## config.mk

```make
export PLATFORM = sky130hd
export DESIGN_NAME = prbs_gen
export DESIGN_NICKNAME = d
export VERILOG_FILES = /design/src/rtl/prbs_pkg.sv /design/src/rtl/prbs31_step.sv /design/src/rtl/prbs_gen.sv
export SDC_FILE = /design/constraint.sdc
export NUM_CORES = 1
export LEC_CHECK = 0
export ABC_AREA = 1
export ABC_CLOCK_PERIOD_IN_PS = 2200
export CORE_MARGIN = 4
export CORE_UTILIZATION = 46
export DETAILED_ROUTE_END_ITERATION = 6
export PLACE_DENSITY_LB_ADDON = 0.2
export SLEW_MARGIN = 10
export SYNTH_ARGS = -nofsm -noshare
export SYNTH_HDL_FRONTEND = slang
export SYNTH_SLANG_ARGS = --single-unit
```

## constraint.sdc

```tcl
create_clock -name tx_user_clk_i -period 2.2 [get_ports tx_user_clk_i]
set_input_delay 0.66 -clock tx_user_clk_i [delete_from_list [all_inputs] [get_ports tx_user_clk_i]]
set_output_delay 0.66 -clock tx_user_clk_i [all_outputs]
set_load 0.02 [all_outputs]
```

## src/rtl/prbs_pkg.sv

```systemverilog
// Shared PRBS31 constants, FSM encoding and the TX beat payload for the PRBS generator/checker family.
package prbs_pkg;

  localparam int unsigned POLY_LEN = 31;
  localparam int unsigned POLY_TAP = 28;
  localparam int unsigned WORD_W   = 32;

  localparam logic [POLY_LEN-1:0] DEFAULT_SEED = 31'h7FFF_FFFF;

  typedef enum logic [1:0] {
    IDLE = 2'd0,
    SEND = 2'd1,
    GAP  = 2'd2
  } state_e;

  typedef struct packed {
    logic [WORD_W-1:0] data;
    logic              last;
    logic              user;
  } beat_t;

endpackage

```

## src/rtl/prbs31_step.sv

```systemverilog
// Combinational 32-bit-step PRBS31 (x^31 + x^28 + 1) advance: returns the next state and the raw
// (non-inverted) feedback bits, first bit produced in data_o[31].
module prbs31_step
  import prbs_pkg::*;
(
  input  logic [POLY_LEN-1:0] state_i,
  output logic [POLY_LEN-1:0] state_o,
  output logic [WORD_W-1:0]   data_o
);

  logic [POLY_LEN-1:0] s;
  logic                fb;

  always_comb begin
    s      = state_i;
    fb     = 1'b0;
    data_o = '0;
    for (int i = 0; i < int'(WORD_W); i++) begin
      fb                  = s[POLY_LEN-1] ^ s[POLY_TAP-1];
      data_o[WORD_W-1-i]  = fb;
      s                   = {s[POLY_LEN-2:0], fb};
    end
    state_o = s;
  end

endmodule

```

## src/rtl/prbs_gen.sv

```systemverilog
// PRBS31 framed packet source for PHY loopback; fixed-length packets with valid/ready and inter-packet gap.
// Optional one-shot bit-0 error injection is enabled by defining PRBS_GEN_ERR_INJ_EN.
module prbs_gen
  import prbs_pkg::*;
#(
  parameter int unsigned        DATA_W     = 32,
  parameter int unsigned        PKT_BEATS  = 256,
  parameter int unsigned        GAP_CYCLES = 4,
  parameter logic [POLY_LEN-1:0] SEED      = DEFAULT_SEED
) (
  input  logic              tx_user_clk_i,
  input  logic              tx_user_rst_i,
  input  logic              gen_en_i,
  input  logic              tx_ready_i,
`ifdef PRBS_GEN_ERR_INJ_EN
  input  logic              err_inj_i,
  output logic [7:0]        err_inj_cnt_o,
`endif
  output logic [DATA_W-1:0] tx_data_o,
  output logic [1:0]        tx_vldb_o,
  output logic              tx_valid_o,
  output logic              tx_last_o,
  output logic              tx_user_o,
  output logic [15:0]       pkt_cnt_o,
  output logic              busy_o
);

  localparam int unsigned BEAT_W = (PKT_BEATS > 2) ? $clog2(PKT_BEATS) : 1;
  localparam int unsigned GAP_W  = (GAP_CYCLES > 2) ? $clog2(GAP_CYCLES) : 1;
  localparam logic [BEAT_W-1:0] LAST_BEAT = BEAT_W'(PKT_BEATS - 1);
  localparam logic [GAP_W-1:0]  GAP_LAST  = GAP_W'(GAP_CYCLES - 1);

  state_e              state_q, state_d;
  logic [BEAT_W-1:0]   beat_q, beat_d;
  logic [GAP_W-1:0]    gap_q, gap_d;
  logic [POLY_LEN-1:0] lfsr_q, lfsr_d;
  logic [15:0]         pkt_q, pkt_d;
  beat_t               out_q, out_d;
  logic                valid_q, valid_d;
  logic                busy_q, busy_d;
  logic                accept, load;
  logic [POLY_LEN-1:0] step_state;
  logic [WORD_W-1:0]   step_data;

  prbs31_step u_step (
    .state_i (lfsr_q),
    .state_o (step_state),
    .data_o  (step_data)
  );

`ifdef PRBS_GEN_ERR_INJ_EN
  logic       armed_q, armed_d;
  logic [7:0] err_cnt_q, err_cnt_d;
`endif

  // lfsr_q always holds the state just after the word currently loaded in out_q
  always_comb begin
    state_d = state_q;
    beat_d  = beat_q;
    gap_d   = gap_q;
    pkt_d   = pkt_q;
    load    = 1'b0;
    accept  = (state_q == SEND) && tx_ready_i;

    case (state_q)
      IDLE: begin
        if (gen_en_i) begin
          state_d = SEND;
          load    = 1'b1;
        end
      end
      SEND: begin
        if (accept) begin
          if (beat_q == LAST_BEAT) begin
            pkt_d  = pkt_q + 16'd1;
            beat_d = '0;
            if (GAP_CYCLES == 0) begin
              if (gen_en_i) load = 1'b1;
              else          state_d = IDLE;
            end else begin
              state_d = GAP;
              gap_d   = '0;
            end
          end else begin
            beat_d = beat_q + BEAT_W'(1);
            load   = 1'b1;
          end
        end
      end
      GAP: begin
        if (gap_q == GAP_LAST) begin
          if (gen_en_i) begin
            state_d = SEND;
            load    = 1'b1;
          end else begin
            state_d = IDLE;
          end
        end else begin
          gap_d = gap_q + GAP_W'(1);
        end
      end
      default: state_d = IDLE;
    endcase

    lfsr_d = load ? step_state : lfsr_q;
    out_d  = out_q;
    if (load) out_d.data = ~step_data;

`ifdef PRBS_GEN_ERR_INJ_EN
    armed_d   = armed_q;
    err_cnt_d = err_cnt_q;
    if (load && armed_q) begin
      out_d.data[0] = ~out_d.data[0];
      armed_d       = 1'b0;
      if (err_cnt_q != 8'hFF) err_cnt_d = err_cnt_q + 8'd1;
    end else if (err_inj_i) begin
      armed_d = 1'b1;
    end
`endif

    out_d.last = (beat_d == LAST_BEAT);
    out_d.user = (beat_d == '0);
    if (state_d != SEND) out_d = '0;
    valid_d = (state_d == SEND);
    busy_d  = (state_d != IDLE);
  end

  always_ff @(posedge tx_user_clk_i) begin
    if (tx_user_rst_i) begin
      state_q <= IDLE;
      beat_q  <= '0;
      gap_q   <= '0;
      lfsr_q  <= SEED;
      pkt_q   <= '0;
      out_q   <= '0;
      valid_q <= 1'b0;
      busy_q  <= 1'b0;
    end else begin
      state_q <= state_d;
      beat_q  <= beat_d;
      gap_q   <= gap_d;
      lfsr_q  <= lfsr_d;
      pkt_q   <= pkt_d;
      out_q   <= out_d;
      valid_q <= valid_d;
      busy_q  <= busy_d;
    end
  end

`ifdef PRBS_GEN_ERR_INJ_EN
  always_ff @(posedge tx_user_clk_i) begin
    if (tx_user_rst_i) begin
      armed_q   <= 1'b0;
      err_cnt_q <= '0;
    end else begin
      armed_q   <= armed_d;
      err_cnt_q <= err_cnt_d;
    end
  end

  assign err_inj_cnt_o = err_cnt_q;
`endif

  assign tx_data_o  = DATA_W'(out_q.data);
  assign tx_vldb_o  = 2'b00;
  assign tx_valid_o = valid_q;
  assign tx_last_o  = out_q.last;
  assign tx_user_o  = out_q.user;
  assign pkt_cnt_o  = pkt_q;
  assign busy_o     = busy_q;

endmodule
```

* Yosys cells after proc, flatten, opt, wreduce, memory -nomap -nowiden
Index checks and enable logic that the tools add are counted.
** Cells by class
- Add/sub/neg operators :: 3
- Mux-type cells :: 18
- Reduce and logical (&&, ||, !) cells :: 8
- Equality and inequality tests :: 10
- Bitwise operators :: 33
** Operators with widths (count)
- NOT 32 bit :: 1
- XOR 1 bit :: 32
- two-way mux 8 bit :: 3
- adder 16 x 1 -> 16 bit, second input constant :: 1
- equality test 8 bit, second input constant :: 2
- two-way mux 2 bit :: 7
- adder 8 x 1 -> 8 bit, second input constant :: 1
- zero test 8 bit :: 1
- case mux 2 bit (3 select lines) :: 1
- two-way mux 1 bit :: 5
- equality test 2 x 1 -> 1 bit, second input constant :: 2
- equality test 2 bit, second input constant :: 2
- != test 2 x 1 -> 1 bit, second input constant :: 2
- != test 2 bit, second input constant :: 2
- case mux 2 bit (2 select lines) :: 1
- AND reduction 4 bit :: 1
- nonzero test 2 bit :: 2
- case mux 1 bit (3 select lines) :: 1
- AND reduction 3 bit :: 1
- adder 2 x 1 -> 2 bit, second input constant :: 1
- zero test 2 bit :: 1
- OR reduction 2 bit :: 1
- logical AND 1 bit :: 1
** Storage, ports and cells
- Word-level logic and storage cells :: 82
- Bits of input ports :: 4
- Register bits :: 95

* Longest topological paths before layout
Gate-level depths: netlist of run 1.
- Word-level depth :: 6
- Mapped depth :: 11
- Gate-level depth less buffers :: 10

* Cells and area by module
A second synthesis of run 1 with hierarchy kept.
** Second synthesis, totals
- Cell total of the unflattened synthesis :: 624
- Area total of the unflattened synthesis :: 4723.3 sq um
** By module, submodules not included
- prbs_gen :: cells an instance 528, instances 1, area an instance 4115.2 sq um
- prbs31_step :: cells an instance 96, instances 1, area an instance 608.1 sq um

* Least setup slack after synthesis of run 1
Ideal clock, no wire load.
- Path type :: input to register
- From :: input tx_ready_i
- To :: register busy_q, in the netlist busy_o
- Data required time :: 2.078 ns
- Path slack :: 0.555 ns
- Cell stages on the path :: 9
- Path buffers :: 2
- Arrival :: 1.523 ns
- Cell sequence :: nand3_4 -> inv_2 -> nand3_2 -> buf_6 -> nand2_1 -> nand2_1 -> nand2_4 -> buf_6 -> o21ai_2
** Between the ends
- Cells in the longest elaborated chain, start to end :: 4
** RTL lines
- start, declared :: RTL line prbs_gen.sv:14 : input logic tx_ready_i,
- logical AND 1 bit :: RTL line prbs_gen.sv:63 : accept = (state_q == SEND) && tx_ready_i;
- two-way mux 2 bit :: RTL line prbs_gen.sv:73 : if (accept) begin
- case mux 2 bit (3 select lines) :: RTL line prbs_gen.sv:65 : case (state_q)
- nonzero test 2 bit :: RTL line prbs_gen.sv:125 : busy_d = (state_d != IDLE);
- end signal, assigned :: RTL line prbs_gen.sv:146 : busy_q <= busy_d;
- end, declared :: RTL line prbs_gen.sv:40 : logic busy_q, busy_d;
No other way between the ends.
A chain may end at the register's enable or synchronous reset.

* Worst setup path after layout of run 1
- From :: register pkt_q[2], in the netlist pkt_cnt_o[2]
- To :: output pkt_cnt_o[2]
** RTL lines
- start, declared :: RTL line prbs_gen.sv:37 : logic [15:0] pkt_q, pkt_d;
- start signal, assigned :: RTL line prbs_gen.sv:143 : pkt_q <= pkt_d;
- end, declared :: RTL line prbs_gen.sv:24 : output logic [15:0] pkt_cnt_o,
No word-level cell between the ends.

==> impl_results.md, run 1 <==
* Mapped Cells at approximately 530
* Area added between synthesis and finish at 22.5%
* Crit path largest cell delay at 0.65 ns
* Fin Setup TNS at 0 ns
* Final HPWL DP at approximately 6200 um
* Die width at 102 um
* Ys async rst share at 0%
* Combinational Power Share at 19.9%
* Setup crit start kind: flop
* Clk root buf: clkbuf_8
* Largest delay share family, worst path: buffers and inverters
* Register bit total from synthesis at 95
* Post-route ant nets at 0
* # DRC at 0
* Critical path cell sequence: clkdlybuf4s50_1
* DP Area at about 4800 sq um
* Final period util at 96.3%
* Final Total Pwr at between 3 and 4 mW
* XOR/XNOR Fraction of Synth Area at under 10%
* Crit. End Element: primary output
* Switch share at 30.8%
* Main combinational cell family by area after synthesis: simple AND/OR/NAND/NOR gates
* Compound-Gate Fraction of Synth Area at 12.4%
* Largest net degree at the start of global routing at 46
* Fin area at 4950 sq um
* Buffers and inverters on the worst path at 1
* Placement Setup Slack at -0.0758 ns
* Vias at 3500
* Final min period at about 2.1 ns
* Number of detailed-route iterations in the first pass at 5
* # setup viols final at 0
* Area share of and/or/nand/nor cells after synthesis at between 20% and 30%
* Ports at 58
* Clock share of power at between 20% and 30%
* Most frequent cells in the layout: nand2_1, dfxtp_1, clkdlybuf4s50_1
* Post-CTS setup buffers at 0
* Cts repair resizes at 0
* CTS tree: built
* Post-synthesis sequential area ratio at around 47%
* Critical path class: flop to primary output
* Final worst setup slack at ~0.081 ns
* Post-synthesis mux area share at 0%
* Num CTS Buffers at 9
* Worst-path maximum fanout at 5
* Commonest non-fill, non-tap cell in the layout: nand2_1
* Clock Sinks at 95
* Max VDD drop at 435 uV
* GRT Total Usage at 17.6%
* Worst clock skew at about 0.0096 ns
* Post-synth EDFFs at 0
* Wire length per cell after detailed routing at 12.6 um
* First-pass GRT wire length at roughly 15000 um
* Slew Limit Fails at 0
* Fraction of the mapped netlist area in adder cells at 0.928%
* Warnings, synthesis at 0
* Yosys cell types at 33
* Total internal power at 2.67 mW
* Hold_buf cts at 0
* Die footprint at approximately 10000 sq um
* Antenna violations before repair at 0
* Layout Nets at approximately 590
* PwrDens at 779 nW/um^2
* Core area at 8380 sq um
* Hold WC Path Type: flop to flop
* Final hold slack at about 0.48 ns
* Vias in the first global route at 3152
* Antenna diode count at 0
* Switch Pwr at 1.19 mW
* Register-to-register setup slack at 0.35 ns
* Share of post-route cells with drive strength above 1 at 7.81%
* Leakage at 1.93 nW
* Outcome: completed
* Fill cells at 777
* Worst endpoint data arrival time at 1.46 ns
* Starting Density at 48.3%
* Die height at around 100 um
* Worst-path clk slew at 0.10 ns
* Via-to-Cell Ratio at 5.04
* Iter 0 DRT Violations at approximately 140
* WP data required at between 1.5 and 2 ns
* Fin. Hold Viols at 0
* Max-Cap Viols at 0
* CTS HTree Levels at 3
* Routability congestion estimate at 0.880
* Routed WL at between 8000 and 9000 um
* Total congestion overflow at 0
* Maximum clock rate at 0.472 GHz
* Mean Syn Cell Area at a little under 8 sq um
* Unrepaired setup endpoints after global routing: no
* Reg power frac at 51.8%
* Worst-Skew Late Latency at between 0.3 and 0.4 ns
* Dominant synthesized flop cell: dfxtp_1
* CTS Buffer Depth at 2
* Row Count at 33
* Worst path slowest cell: clkdlybuf4s50_1
* Netlist Area Pre-Place at 4050 sq um
* PortBufs at 55
## synth_stat cells, types with 2 or more instances
library cell  number  share of area [%]
nand2_1          126                 12
dfxtp_1           95                 47
nand3_1           52                6.4
a21oi_1           47                5.8
nor2_1            38                3.5
inv_1             33                3.1
xnor2_1           30                6.5
o21ai_0           28                3.5
o21ai_1           15                1.9
buf_2             10                1.2
clkbuf_1           9               0.84
nor3_1             6               0.74
buf_6              4                1.1
nand4_1            4               0.62
ha_1               3               0.93
inv_2              3               0.28
xor2_1             3               0.65
buf_4              2               0.37
nand2_4            2               0.56
nand3_2            2               0.49
nor2_2             2               0.31
## registers in the layout, summed over array words and instances (netlist names)
signal / flops
tx_data_o: 32
lfsr_q: 31
pkt_cnt_o: 16
beat_q: 8
gap_q: 2
state_q: 2
busy_o: 1
tx_last_o: 1
tx_user_o: 1
tx_valid_o: 1
## per-stage QoR
stage | util [%] | std cells
6_report | 59.1 | 694
4_1_cts | 59.1 | 694
3_3_place_gp | 56.9 | 678
3_5_place_dp | 56.9 | 678
2_1_floorplan | - | 527
5_1_grt | 59.1 | 694
## cell type report
cell class,count,area [sq um],share of cell area (%)
tap,105,131,2.65
multi-input combinational,370,1860,37.6
timing repair buffer,71,733,14.8
clock inverter,7,61.3,1.24
sequential,95,1900,38.4
clock buffer,9,124,2.50
inverter,37,139,2.80
## cell families (layout without fill, tap and decap cells)
kind of cell | Yosys count | count (layout)
other | 1 | 2
AOI/OAI and AO/OA | 96 | 96
DFF | 95 | 95
adders and majority gates | 3 | 3
xor gates and xnor gates | 33 | 33
and+or+nand+nor | 236 | 236
buffers and inverters | 62 | 124
## power groups by stage
stage               registers [mW]  clock network, mW  logic [mW]
detailed placement            2.04                  0       0.773
global placement              2.04                  0       0.760
floorplan                     2.09                  0       0.458
finish                        2.00               1.09       0.769
global route                  2.02               1.19       0.857
CTS                           2.00               1.13       0.779
## per-layer routing
metal  routed length [um]  track usage (%)  up-vias
li1                     -                -     1828
met1                 4410             24.9     1580
met2                 3800             26.9       85
met3                  416             3.10        7
met4                  106             6.85        0
met5                    0                0        -
## worst paths after layout
path         cells past startpoint    startpoint           end
max                              1  pkt_cnt_o[2]  pkt_cnt_o[2]
min                              2      gap_q[1]      gap_q[1]
max reg2reg                      8     beat_q[0]  tx_data_o[8]
min reg2reg                      2      gap_q[1]      gap_q[1]
No activity file was read; power rests on OpenSTA's default activity.
==> run 2, diff against run 1 <==
- GPL_TIMING_DRIVEN: unset -> 0
==> run 2 against run 1 <==
Against the previous run: die area is the same; combinational power shrank 1%; via count grew 2.4%; clock power is essentially flat; global-route usage grew 0.72 points; clock skew grew 0.0061 ns; cell count grew 1.2%; wire length grew 4.3%; flip-flop and latch count is the same; critical path type unchanged; critical endpoint unchanged; largest cell class unchanged.
==> impl_results.md, run 2 (synthesis gave the netlist of run 1 again) <==
* Crit. End Element: primary output
* Starting Density at 48.3% (unchanged)
* Critical path cell sequence: clkdlybuf4s50_1
* Cts repair resizes at 0 (unchanged)
* Total internal power at 2.65 mW (-0.55%)
* Combinational Power Share at 19.6% (-0.3 points)
* Routed WL at 9100 um (+4.3%)
* PortBufs at 54 (-1.8%)
* Maximum clock rate at 0.477 GHz (+1.2%)
* Total congestion overflow at 0 (unchanged)
* Placed cell count at 686 (+1.2%)
* Final min period at 2.09 ns (-0.0242 ns)
* Largest net degree at the start of global routing at 19 (-59%)
* Reg power frac at 51.7% (about the same)
* Slew Limit Fails at 0 (unchanged)
* Worst clock skew at 0.0157 ns (+0.00609 ns)
* Max VDD drop at 356 uV (-18%)
* Worst endpoint data arrival time at 1.43 ns (-0.03 ns)
* Fill cells at 784 (+0.90%)
* Die width at 102 um (unchanged)
* Core area at 8380 sq um (unchanged)
* # DRC at 0 (unchanged)
* GRT Total Usage at 18.4% (+0.72 points)
* Switch Pwr at 1.22 mW (+2.6%)
* Hold WC Path Type: flop to flop
* Clock share of power at 28.6% (+0.4 points)
* Top Layer Used: met4
* CTS tree: built
* Outcome: completed
* Worst-path maximum fanout at 5 (unchanged)
* Iter 0 DRT Violations at 161 (+14%)
* Clk root buf: clkbuf_8
* Worst-Skew Late Latency at 0.37 ns (about the same)
* Metal3 WL at 476 um (+14%)
* Setup crit start kind: flop
* Share of post-route cells with drive strength above 1 at 7.71% (-0.10 points)
* Largest register FFs at 32 (unchanged)
* Switch share at 31.5% (+0.66 points)
* Vias at 3584 (+2.4%)
* Row Count at 33 (unchanged)
* WP data required at 1.54 ns (about the same)
* Antenna diode count at 0 (unchanged)
* Die height at 102 um (unchanged)
* Number of detailed-route iterations in the first pass at 4 (-1)
* Worst-path clk slew at 0.11 ns (about the same)
* Post-CTS setup buffers at 0 (unchanged)
* Hold_buf cts at 0 (unchanged)
* Routability congestion estimate at 0.860 (-2.2%)
* CTS HTree Levels at 3 (unchanged)
* Antenna violations before repair at 0 (unchanged)
* Final HPWL DP at 6600 um (+6.2%)
* Fin. Hold Viols at 0 (unchanged)
* Crit path largest cell delay at 0.64 ns (about the same)
* Post-route ant nets at 0 (unchanged)
* Leakage at 1.90 nW (-1.1%)
* Die footprint at 10400 sq um (unchanged)
* First-pass GRT wire length at 15300 um (+4.1%)
* Worst path slowest cell: clkdlybuf4s50_1
* Largest delay share family, worst path: buffers and inverters
* Routed wl met2 at 4010 um (+5.7%)
* Num CTS Buffers at 9 (unchanged)
* Ports at 58 (unchanged)
* PwrDens at 789 nW/um^2 (+1.3%)
* Final period util at 95.2% (-1.1 points)
* Buffers and inverters on the worst path at 1 (unchanged)
* Via-to-Cell Ratio at 5.11 (+1.2%)
* Critical path class: flop to primary output
* Most frequent cells in the layout: nand2_1, dfxtp_1, clkdlybuf4s50_1
* Clock Sinks at 95 (unchanged)
* Met1 wire length at 4490 um (+1.8%)
* Max-Cap Viols at 0 (unchanged)
* Layout Nets at 599 (+1.4%)
* Final non-filler cell total at 702 (+1.2%)
* # setup viols final at 0 (unchanged)
* Commonest non-fill, non-tap cell in the layout: nand2_1
* Unrepaired setup endpoints after global routing: no
* Final Util at 58.6% (-0.51 points)
* CTS Buffer Depth at 2 (unchanged)
* Area added between synthesis and finish at 21.4%
* Wire length per cell after detailed routing at 13.0 um (+3.1%)
* Vias in the first global route at 3292 (+4.4%)
==> run 2: cell count changes in the layout (fill, tap and decap cells not counted), sizes merged <==
cell	before	now
clkinvlp	1	2
inv	41	39
clkbuf	9	18
clkdlybuf4s50	55	54
clkinv	2	3
==> run 2: worst paths after layout <==
| check | cells past startpoint | endpoint | from | slack (ns) |
|---|---|---|---|---|
| setup / recovery | 1 | pkt_cnt_o[2] | pkt_cnt_o[2] | 0.11 |
| hold reg to reg | 2 | tx_data_o[15] | tx_data_o[15] | 0.49 |
| setup reg to reg | 9 | lfsr_q[12] | beat_q[0] | 0.31 |
| hold / removal | 2 | tx_data_o[15] | tx_data_o[15] | 0.49 |
==> run 2: layer usage <==
layer	vias to the layer above	global-route usage (%)
li1	1848	-
met1	1638	26.7
met2	88	27.2
met3	10	2.75
met4	0	7.36
met5	-	0
==> run 2: cell type report <==
type,count,area [sq um],area share (%)
Inverter,37,139,2.83
Buffer,25,144,2.93
Timing Repair Buffer,54,541,11.0
Clock inverter,7,67.6,1.38
Clock buffer,9,124,2.52
Tap cell,105,131,2.67
Multi-Input combinational cell,370,1860,38.0
Sequential cell,95,1900,38.7
==> run 2: power groups by stage <==
stage	clock network [mW]	logic, mW	registers, mW
floorplan	0	0.458	2.09
finish	1.11	0.761	2.00
CTS	1.14	0.766	2.00
global placement	0	0.747	2.04
global route	1.20	0.856	2.03
detailed placement	0	0.758	2.04
==> run 2: through the flow <==
stage	area, sq um	power, mW	setup TNS [ns]	setup WS [ns]	hold WS, ns
floorplan	4050	2.55	0	0.555	0.448
global placement	4720	2.78	-6.84	-0.181	0.459
detailed placement	4720	2.80	-8.61	-0.197	0.471
CTS	4910	3.91	0	0.0915	0.485
global route	4910	4.08	0	0.0349	0.499
finish	4910	3.87	0	0.105	0.485
==> run 3, diff against run 2 <==
- TNS_END_PERCENT: unset -> 1
==> results of run 3 <==
No change in the layout: final DEF, timing and power equal those of run 2.
